**config.mk**
```make
export PLATFORM = sky130hd
export DESIGN_NAME = bcd_conv_seq_flat
export DESIGN_NICKNAME = d
export VERILOG_FILES = /design/src/rtl/bcd_pkg.sv /design/src/rtl/bcd_conv_seq_if.sv /design/src/rtl/bcd_add3.sv /design/src/rtl/bcd_conv_seq.sv /design/src/flat_wrapper.sv
export SDC_FILE = /design/constraint.sdc
export NUM_CORES = 1
export LEC_CHECK = 0
export BUFFER_PORTS_ARGS = -buffer_cell sky130_fd_sc_hd__clkbuf_2
export CELL_PAD_IN_SITES_DETAIL_PLACEMENT = 1
export CELL_PAD_IN_SITES_GLOBAL_PLACEMENT = 1
export CORE_MARGIN = 10
export CORE_UTILIZATION = 40
export DETAILED_ROUTE_END_ITERATION = 12
export PLACE_DENSITY = 0.7
export SKIP_CTS_REPAIR_TIMING = 1
export SYNTH_ARGS = -nofsm -noshare
export SYNTH_HDL_FRONTEND = slang
export SYNTH_SLANG_ARGS = --single-unit
export TNS_END_PERCENT = 1
```
**constraint.sdc**
```tcl
create_clock -name clk -period 5.9 [get_ports clk]
set_clock_uncertainty 0.2 [all_clocks]
set_input_delay 0.295 -clock clk [delete_from_list [all_inputs] [get_ports clk]]
set_output_delay 0.295 -clock clk [all_outputs]
set_load 0.05 [all_outputs]
```
**src/rtl/bcd_pkg.sv**
```systemverilog
// Shared types and helpers for the sequential binary-to-BCD converter.
package bcd_pkg;

    localparam int BCD_NIBBLE_W = 4;

    typedef enum logic [1:0] {
        IDLE  = 2'd0,
        SHIFT = 2'd1,
        DONE  = 2'd2
    } bcd_state_t;

    // Number of decimal digits needed to hold 2^bin_w - 1.
    function automatic int bcd_digits(input int bin_w);
        logic [63:0] v;
        int          d;
        v = (bin_w >= 64) ? {64{1'b1}} : ((64'd1 << bin_w) - 64'd1);
        d = 1;
        while (v >= 64'd10) begin
            v = v / 64'd10;
            d = d + 1;
        end
        return d;
    endfunction

endpackage

```
**src/rtl/bcd_conv_seq_if.sv**
```systemverilog
// Valid/ready request and result streams of the BCD converter.
interface bcd_conv_seq_if #(
    parameter int BIN_W  = 32,
    parameter int DIGITS = 10
);
    localparam int NDW = $clog2(DIGITS + 1);

    logic                  in_valid;
    logic                  in_ready;
    logic [BIN_W-1:0]      in_bin;
    logic                  in_signed;
    logic                  out_valid;
    logic                  out_ready;
    logic [4*DIGITS-1:0]   out_bcd;
    logic                  out_neg;
    logic [NDW-1:0]        out_ndigits;

    // master: producer of words and consumer of results
    modport master (
        output in_valid, in_bin, in_signed, out_ready,
        input  in_ready, out_valid, out_bcd, out_neg, out_ndigits
    );

    modport slave (
        input  in_valid, in_bin, in_signed, out_ready,
        output in_ready, out_valid, out_bcd, out_neg, out_ndigits
    );
endinterface

```
**src/rtl/bcd_add3.sv**
```systemverilog
// Double-dabble digit correction: digits of 5 or more get +3 before the shift.
module bcd_add3
    import bcd_pkg::*;
(
    input  logic [BCD_NIBBLE_W-1:0] din,
    output logic [BCD_NIBBLE_W-1:0] dout
);
    assign dout = (din >= 4'd5) ? din + 4'd3 : din;
endmodule

```
**src/rtl/bcd_conv_seq.sv**
```systemverilog
// Iterative binary-to-BCD converter, one bit per clock, with sign flag and
// significant-digit count for leading-zero blanking.
module bcd_conv_seq
    import bcd_pkg::*;
#(
    parameter int BIN_W     = 32,
    parameter int DIGITS    = 10,
    parameter int SIGNED_EN = 1
) (
    input  logic           clk,
    input  logic           rst,
    bcd_conv_seq_if.slave  bus
);
    localparam int NDW = $clog2(DIGITS + 1);
    localparam int CW  = $clog2(BIN_W + 1);
    localparam int AW  = BCD_NIBBLE_W * DIGITS;

    if (BIN_W < 2 || BIN_W > 64) begin : g_bad_bin_w
        $error("bcd_conv_seq: BIN_W must be in 2..64");
    end
    if (DIGITS < bcd_digits(BIN_W)) begin : g_bad_digits
        $error("bcd_conv_seq: DIGITS too small for BIN_W");
    end

    bcd_state_t       state_reg, state_next;
    logic [BIN_W-1:0] shift_reg;
    logic [AW-1:0]    acc_reg;
    logic [AW-1:0]    bcd_reg;
    logic [CW-1:0]    cnt_reg;
    logic             neg_reg;
    logic             valid_reg;

    logic             in_ready_int;
    logic             do_shift;
    logic             last_iter;
    logic             accept;
    logic             sign_in;
    logic [BIN_W-1:0] mag_in;
    logic [AW-1:0]    acc_adj;
    logic [AW-1:0]    acc_shifted;
    logic [NDW-1:0]   ndigits_next;

    genvar gi;
    for (gi = 0; gi < DIGITS; gi++) begin : g_add3
        bcd_add3 u_add3 (
            .din  (acc_reg[gi*BCD_NIBBLE_W +: BCD_NIBBLE_W]),
            .dout (acc_adj[gi*BCD_NIBBLE_W +: BCD_NIBBLE_W])
        );
    end

    assign acc_shifted = {acc_adj[AW-2:0], shift_reg[BIN_W-1]};

    // Most-negative input negates to itself, which reads as 2^(BIN_W-1) unsigned.
    assign sign_in = bus.in_signed && (SIGNED_EN != 0) && bus.in_bin[BIN_W-1];
    assign mag_in  = sign_in ? -bus.in_bin : bus.in_bin;
    assign accept  = bus.in_valid && in_ready_int;

    always_ff @(posedge clk or posedge rst) begin
        if (rst) state_reg <= IDLE;
        else     state_reg <= state_next;
    end

    always_comb begin
        state_next = state_reg;
        unique case (state_reg)
            IDLE:    if (bus.in_valid) state_next = SHIFT;
            SHIFT:   if (cnt_reg == CW'(1)) state_next = DONE;
            DONE:    if (bus.out_ready) state_next = bus.in_valid ? SHIFT : IDLE;
            default: state_next = IDLE;
        endcase
    end

    always_comb begin
        in_ready_int = 1'b0;
        do_shift     = 1'b0;
        last_iter    = 1'b0;
        unique case (state_reg)
            IDLE:  in_ready_int = 1'b1;
            SHIFT: begin
                do_shift  = 1'b1;
                last_iter = (cnt_reg == CW'(1));
            end
            DONE:  in_ready_int = bus.out_ready;
            default: ;
        endcase
    end

    always_ff @(posedge clk or posedge rst) begin
        if (rst) begin
            shift_reg <= '0;
            acc_reg   <= '0;
            bcd_reg   <= '0;
            cnt_reg   <= '0;
            neg_reg   <= 1'b0;
            valid_reg <= 1'b0;
        end else begin
            if (accept) begin
                shift_reg <= mag_in;
                acc_reg   <= '0;
                neg_reg   <= sign_in;
                cnt_reg   <= CW'(BIN_W);
            end else if (do_shift) begin
                shift_reg <= {shift_reg[BIN_W-2:0], 1'b0};
                acc_reg   <= acc_shifted;
                cnt_reg   <= cnt_reg - CW'(1);
            end
            // The visible result only changes when the last iteration lands.
            if (last_iter) begin
                bcd_reg   <= acc_shifted;
                valid_reg <= 1'b1;
            end else if (state_reg == DONE && bus.out_ready) begin
                valid_reg <= 1'b0;
            end
        end
    end

    always_comb begin
        ndigits_next = NDW'(1);
        for (int i = 0; i < DIGITS; i++) begin
            if (bcd_reg[i*BCD_NIBBLE_W +: BCD_NIBBLE_W] != '0) ndigits_next = NDW'(i + 1);
        end
    end

    assign bus.in_ready    = in_ready_int;
    assign bus.out_valid   = valid_reg;
    assign bus.out_bcd     = bcd_reg;
    assign bus.out_neg     = neg_reg;
    assign bus.out_ndigits = ndigits_next;

endmodule

```
**src/flat_wrapper.sv**
```systemverilog
// flat-port wrapper written by rule: the top's interface ports become plain ports
module bcd_conv_seq_flat import bcd_pkg::*;
#(
    parameter int BIN_W     = 32,
    parameter int DIGITS    = 10,
    parameter int SIGNED_EN = 1
)
  (clk, rst, bus_in_valid, bus_in_bin, bus_in_signed, bus_out_ready, bus_in_ready, bus_out_valid, bus_out_bcd, bus_out_neg, bus_out_ndigits);
  bcd_conv_seq_if #(.BIN_W(BIN_W), .DIGITS(DIGITS)) bus_i ();
  input  logic clk;
  input  logic rst;
  input wire logic [$bits(bus_i.in_valid)-1:0] bus_in_valid;
  input wire logic [$bits(bus_i.in_bin)-1:0] bus_in_bin;
  input wire logic [$bits(bus_i.in_signed)-1:0] bus_in_signed;
  input wire logic [$bits(bus_i.out_ready)-1:0] bus_out_ready;
  output wire logic [$bits(bus_i.in_ready)-1:0] bus_in_ready;
  output wire logic [$bits(bus_i.out_valid)-1:0] bus_out_valid;
  output wire logic [$bits(bus_i.out_bcd)-1:0] bus_out_bcd;
  output wire logic [$bits(bus_i.out_neg)-1:0] bus_out_neg;
  output wire logic [$bits(bus_i.out_ndigits)-1:0] bus_out_ndigits;
  assign bus_i.in_valid = bus_in_valid;
  assign bus_i.in_bin = bus_in_bin;
  assign bus_i.in_signed = bus_in_signed;
  assign bus_i.out_ready = bus_out_ready;
  assign bus_in_ready = bus_i.in_ready;
  assign bus_out_valid = bus_i.out_valid;
  assign bus_out_bcd = bus_i.out_bcd;
  assign bus_out_neg = bus_i.out_neg;
  assign bus_out_ndigits = bus_i.out_ndigits;
  bcd_conv_seq #(.BIN_W(BIN_W), .DIGITS(DIGITS), .SIGNED_EN(SIGNED_EN)) u_core (.clk(clk), .rst(rst), .bus(bus_i));
endmodule
```
; After elaboration in Yosys (flattened, before gate mapping)
; Cells that the tools add are included.
[word_totals]
register_bits = 122
latchBits = 0
ramBits = 0
rom_bits = 0
in_bits = 37
output_inout_bits = 47
elab_cells = 87
n_memories = 0
[classes]
addsub = 12
multipliers = 0
div_mod_pow = 0
magnitude_cmp = 10
n_eq_ne = 6
n_shift = 0
muxes = 36
bitwise_logic = 0
reduce_logical = 16
[op_table]
columns = cell, n
row1 = 2-to-1 mux 32 bit, 3
row2 = 2-to-1 mux 40 bit, 2
row3 = 2-to-1 mux 4 bit, 17
row4 = greater-or-equal comparator 4 x 3 -> 1 bit (second input constant), 10
row5 = adder 4 x 2 -> 4 bit (second input constant), 9
row6 = nonzero test 4 bit, 9
row7 = negation 32 bit, 1
row8 = 2-to-1 mux 6 bit, 2
row9 = 2-to-1 mux 2 bit, 4
row10 = equality test 6 x 1 -> 1 bit (second input constant), 1
row11 = one-hot mux 2 bit (3 select lines), 1
row12 = subtractor 6 x 1 -> 6 bit (second input constant), 1
row13 = 2-to-1 mux 1 bit, 5
row14 = inequality test 2 bit (second input constant), 2
row15 = nonzero test 2 bit, 2
row16 = adder 3 x 2 -> 3 bit (second input constant), 1
row17 = logical AND 1 bit, 3
row18 = 2-to-1 mux 3 bit, 1
row19 = AND reduction 3 bit, 1
row20 = equality test 2 x 1 -> 1 bit (second input constant), 1
row21 = equality test 2 bit (second input constant), 1
row22 = logical NOT 2 bit, 1
row23 = inequality test 2 x 1 -> 1 bit (second input constant), 1
row24 = one-hot mux 1 bit (2 select lines), 1

; Depth between registers and ports, before layout
[depth]
word_depth = 10
ltp_mapped = 8
depth_no_buf = 7

; Hierarchy
; A second synthesis with hierarchy kept.
[unflattened]
cells_unflattened = 777
hier_area_um2 = 6894.1
[by_module_without_submodules]
columns = mod, instances, cells_per_inst, area_per_inst_um2, seq_area_each_um2
row1 = bcd_conv_seq, 1, 617, 5880.6, 3052.9
row2 = bcd_add3, 10, 16, 101.3, 0.0

; Least setup slack after synthesis
; OpenSTA, ideal clock, no wires.
[synth_timing]
path_type = register to output
startpoint = reg u_core.bcd_reg[12] (netlist: u_core.bus.out_bcd[12])
endpoint = out bus_out_ndigits[0]
arrival_ps = 2610
t_required_ps = 5405
slack_ps = 2795
path_stages_with_launch = 6
n_path_buf = 0
path_cell_list = dfrtp_1 or4_1 a21oi_1 o21ba_2 o21ai_0 a21boi_0
[synth_via]
elab_chain_cells = 8
[synth_rtl]
columns = element, line_no
row1 = start: declaration, bcd_conv_seq.sv:28  ; logic [AW-1:0] bcd_reg;
row2 = start signal: assignment, bcd_conv_seq.sv:109  ; bcd_reg <= acc_shifted;
row3 = nonzero test 4 bit, bcd_conv_seq.sv:120  ; if (bcd_reg[i*BCD_NIBBLE_W +: BCD_NIBBLE_W] != '0) ndigits_next = NDW'(i + 1);
row4 = 2-to-1 mux 4 bit (7 in series), bcd_conv_seq.sv:120
row5 = end: declaration, flat_wrapper.sv:20  ; output wire logic [$bits(bus_i.out_ndigits)-1:0] bus_out_ndigits;
; No other way between the ends.

; Worst setup path after layout
[layout_timing]
startpoint = reg u_core.bcd_reg[8] (netlist: u_core.bus.out_bcd[8])
endpoint = out bus_out_ndigits[0]
[layout_via]
elab_chain_cells = 9
[layout_rtl]
columns = element, line_no
row1 = nonzero test 4 bit, bcd_conv_seq.sv:120
row2 = 2-to-1 mux 4 bit (8 in series), bcd_conv_seq.sv:120
; No other way between the ends.

==> reports/summary.log <==
INFO  layout         multi_input_logic_area=3160squm
INFO  global_route   maximum_number_of_pins_on_one_net_before_global_route_repair=68
INFO  cts            cts-htree-levels=4
INFO  cts            cts.sink_count=122
INFO  cts            clock_insertion_delay_worst_skew=0.42ns
INFO  yosys          synthTopCellsByArea=sky130_fd_sc_hd__dfrtp_1 (47%), sky130_fd_sc_hd__o21ai_0 (8.3%), sky130_fd_sc_hd__ha_1 (4.4%)
INFO  route          vias=5439
INFO  yosys          mappedNetlistArea=6470squm
INFO  critical_path  r2r_cells=5
INFO  layout         area_growth_syn_to_layout=19.1%
INFO  cts            tritoncts=built
INFO  critical_path  worst_setup_path_start_kind=flip-flop
INFO  yosys          ys_top_cells_by_count=sky130_fd_sc_hd__dfrtp_1 (122), sky130_fd_sc_hd__o21ai_0 (107), sky130_fd_sc_hd__nand2_1 (70)
INFO  power_and_ir_drop swShare=44.8%
INFO  power_and_ir_drop p_sw=0.00213W
INFO  yosys          post-synth-top-area-fraction=47.1%
INFO  yosys          synth_seq_cells=122
INFO  worst_hold_path hold_start=bus_in_bin[0]
INFO  route          wl_per_cell=18.0microns
INFO  sta            finalHoldWorstSlack=-0.0133ns
INFO  power_and_ir_drop cellInternalPower=0.00263W
INFO  critical_path  rr_endpoint=u_core.shift_reg[30]
INFO  job            cap_viol_max_count=0
INFO  cts            tritoncts.num_buffers=17
INFO  sta            setup_repair_after_global_routing_missed_its_margin=no
INFO  route          via_cell_ratio=5.47
INFO  floorplanning  die-area=21700squm
INFO  layout         fillerInstances=1876
INFO  status         outcome=complete, but fails checks
INFO  power_and_ir_drop cellPowerDensity=616nW/um^2
INFO  route          drt_first_pass_iters=4
INFO  route          drt_wl_total=17.9mm
INFO  worst_hold_path hold-path-endpoint=u_core.shift_reg[0]
INFO  power_and_ir_drop share_comb_of_total_power=45.2%
INFO  global_route   grt_use_total=17.0%
INFO  yosys          cell_count_after_synthesis=690
INFO  floorplanning  chipWidth=147microns
INFO  yosys          post_synthesis_average_cell_area=9.38squm
INFO  floorplanning  initial_core_util=40.8%
INFO  yosys          postSynthNetCount=750
INFO  layout         layout.core_utilization=48.5%
INFO  critical_path  crit-reg2reg-launch=u_core.state_reg[0]
INFO  cts            clkTransAtPathRegs=0.05ns
INFO  layout         seq_area=3050squm
INFO  cts            cts.root.buffer_cell=sky130_fd_sc_hd__clkbuf_16
INFO  yosys          dominantRegCellSynth=sky130_fd_sc_hd__dfrtp_1
INFO  critical_path  timing.critical_path.slowest_stage_cell=sky130_fd_sc_hd__nor4_1
INFO  power_and_ir_drop clockPowerShare=22.8%
INFO  sta            hold_viol=1
INFO  worst_hold_path hold_class=in -> reg
INFO  route          detail-route-antenna-nets=0
INFO  floorplanning  design.core.area=15900squm
INFO  power_and_ir_drop p_leak=3.42nW
INFO  layout         design.final.nets=826
INFO  worst_hold_path min_path_cells=3
INFO  route          detail_route.iter0.violations=283
INFO  critical_path  crit_path_cell_trace=nor4_1 -> a21oi_1 -> o21ba_2 -> o21ai_0 -> a21boi_0 -> clkbuf_2
INFO  yosys          synth-edff-count=0
INFO  critical_path  arrival=2.42ns
INFO  place          dp.cells=960
INFO  yosys          postSynth.asyncResetShare=100%
INFO  cts            cts-root-to-sink-buffers=2
INFO  critical_path  criticalPathCategory=reg -> out
INFO  critical_path  cp_max_fo=3
INFO  global_route   antenna_found_initial=0
INFO  global_route   grt_pass1_wl=30.6mm
INFO  yosys          synth_largest_area_cell=sky130_fd_sc_hd__dfrtp_1
INFO  sta            totalNegativeSetupSlack=0ns
INFO  place          port_buffers=83
INFO  yosys          yosysWarnings=0
INFO  place          gpl.final_weighted_congestion=0.861
INFO  layout         antenna_cells=0
INFO  sta            period_needed=2.92ns
INFO  layout         stdcell_count=995
INFO  floorplanning  row_count=46
INFO  floorplanning  pin_count=84
INFO  yosys          yosys.cell_types.count=50
INFO  global_route   first_global_vias=6018
INFO  critical_path  critical_path.max_stage_delay=0.72ns
INFO  sta            relSlewSlack=24.8%
INFO  sta            max_slew.worst_pin.slew=1.13ns
INFO  power_and_ir_drop pwr-share-seq=32.0%
INFO  global_route   grt_remaining_overflow=0
INFO  yosys          post_synthesis_sequential_area_ratio=47.1%
INFO  sta            max_freq=343MHz
INFO  critical_path  cp-end-kind=primary output
INFO  critical_path  cp.required=5.41ns
INFO  sta            setup_viol=0
INFO  floorplanning  fp.dieH=147microns
INFO  yosys          post-synth-top-count-cell=sky130_fd_sc_hd__dfrtp_1
INFO  place          dp_hpwl=12.9mm
INFO  status         failed_checks=hold timing
INFO  route          drt_drc_violations_left=0
INFO  layout         final_layout_size_suffix_gt1_share=19.5%
INFO  power_and_ir_drop power.ir.vdd_worst=399uV
INFO  sta            slew_violations=0
INFO  sta            min_period_over_period=49.5%
INFO  critical_path  ff2ff_setup_slack=3.40ns
## logic make-up after synthesis
logic type	count (synthesis)	share of synthesized area (%)
mux	15	2.61
buf+inv	65	4.25
fa+ha+maj	23	4.44
xor+xnor	42	5.68
simple gates	205	16.4
compound gates	218	19.4
flops	122	47.1
## worst max-delay path: cells and delay by family, from the launching register on
family / cells / cell delay (ns)
buf+inv: 1 / 0.27
flops: 1 / 0.39
simple gates: 1 / 0.72
compound gates: 4 / 0.62
## routing by layer
metal / wire [microns] / GRT usage, % / vias to the layer above
met5: 0 / 0 / -
met4: 178 / 4.61 / 0
met3: 813 / 4.85 / 15
met2: 8600 / 28.6 / 107
met1: 8280 / 20.9 / 2705
li1: - / - / 2612
## area by class of cell
class                           instances  area share (%)
Multi-Input combinational cell        503            41.0
Sequential cell                       122            39.6
Timing Repair Buffer                   93            6.46
Clock buffer                           19            5.74
Tap cell                              216            3.51
Clock inverter                         13            2.27
Inverter                               29            1.44
## power groups by stage
stage | Sequential (W) | Combinational [W] | Clock [W]
3_3_place_gp | 0.00150 | 0.00206 | 0
4_1_cts | 0.00152 | 0.00219 | 0.00111
6_report | 0.00152 | 0.00215 | 0.00108
2_1_floorplan | 0.00179 | 0.00127 | 0
3_5_place_dp | 0.00153 | 0.00217 | 0
5_1_grt | 0.00157 | 0.00240 | 0.00115
## worst max-delay path by stage
stage | slack, ns | cells after the start | startpoint | to
6_report | 2.98 | 6 | u_core.bus.out_bcd[8] | bus_out_ndigits[0]
5_1_grt | 2.85 | 6 | u_core.bus.out_bcd[8] | bus_out_ndigits[0]
4_1_cts | 2.97 | 6 | u_core.bus.out_bcd[8] | bus_out_ndigits[0]
3_5_place_dp | 3.35 | 7 | bus_in_bin[4] | u_core.shift_reg[22]
3_3_place_gp | 3.41 | 7 | bus_in_bin[4] | u_core.shift_reg[30]
2_1_floorplan | 2.16 | 1 | rst | u_core.acc_reg[0]
## stage by stage
step                      power, W  setup slack (ns)  instance area (sq um)
final                      0.00475              2.98                   7710
after global routing       0.00512              2.85                   7710
after CTS                  0.00481              2.97                   7680
after detailed placement   0.00369              3.35                   7060
after global placement     0.00356              3.41                   7060
after floorplan            0.00307              2.16                   6470
## cells in the final DEF, fill, tap and decap left out, drive strengths merged, types with 17 or more instances in the layout
cell and n:
dfrtp 122, o21ai 109, clkbuf 102, nand2 70, a21oi 45, xnor2 31
nand3 29, inv 28, nor2 25, ha 23, a22oi 22, nor3b 17
No activity file was read; power rests on OpenSTA's default activity.
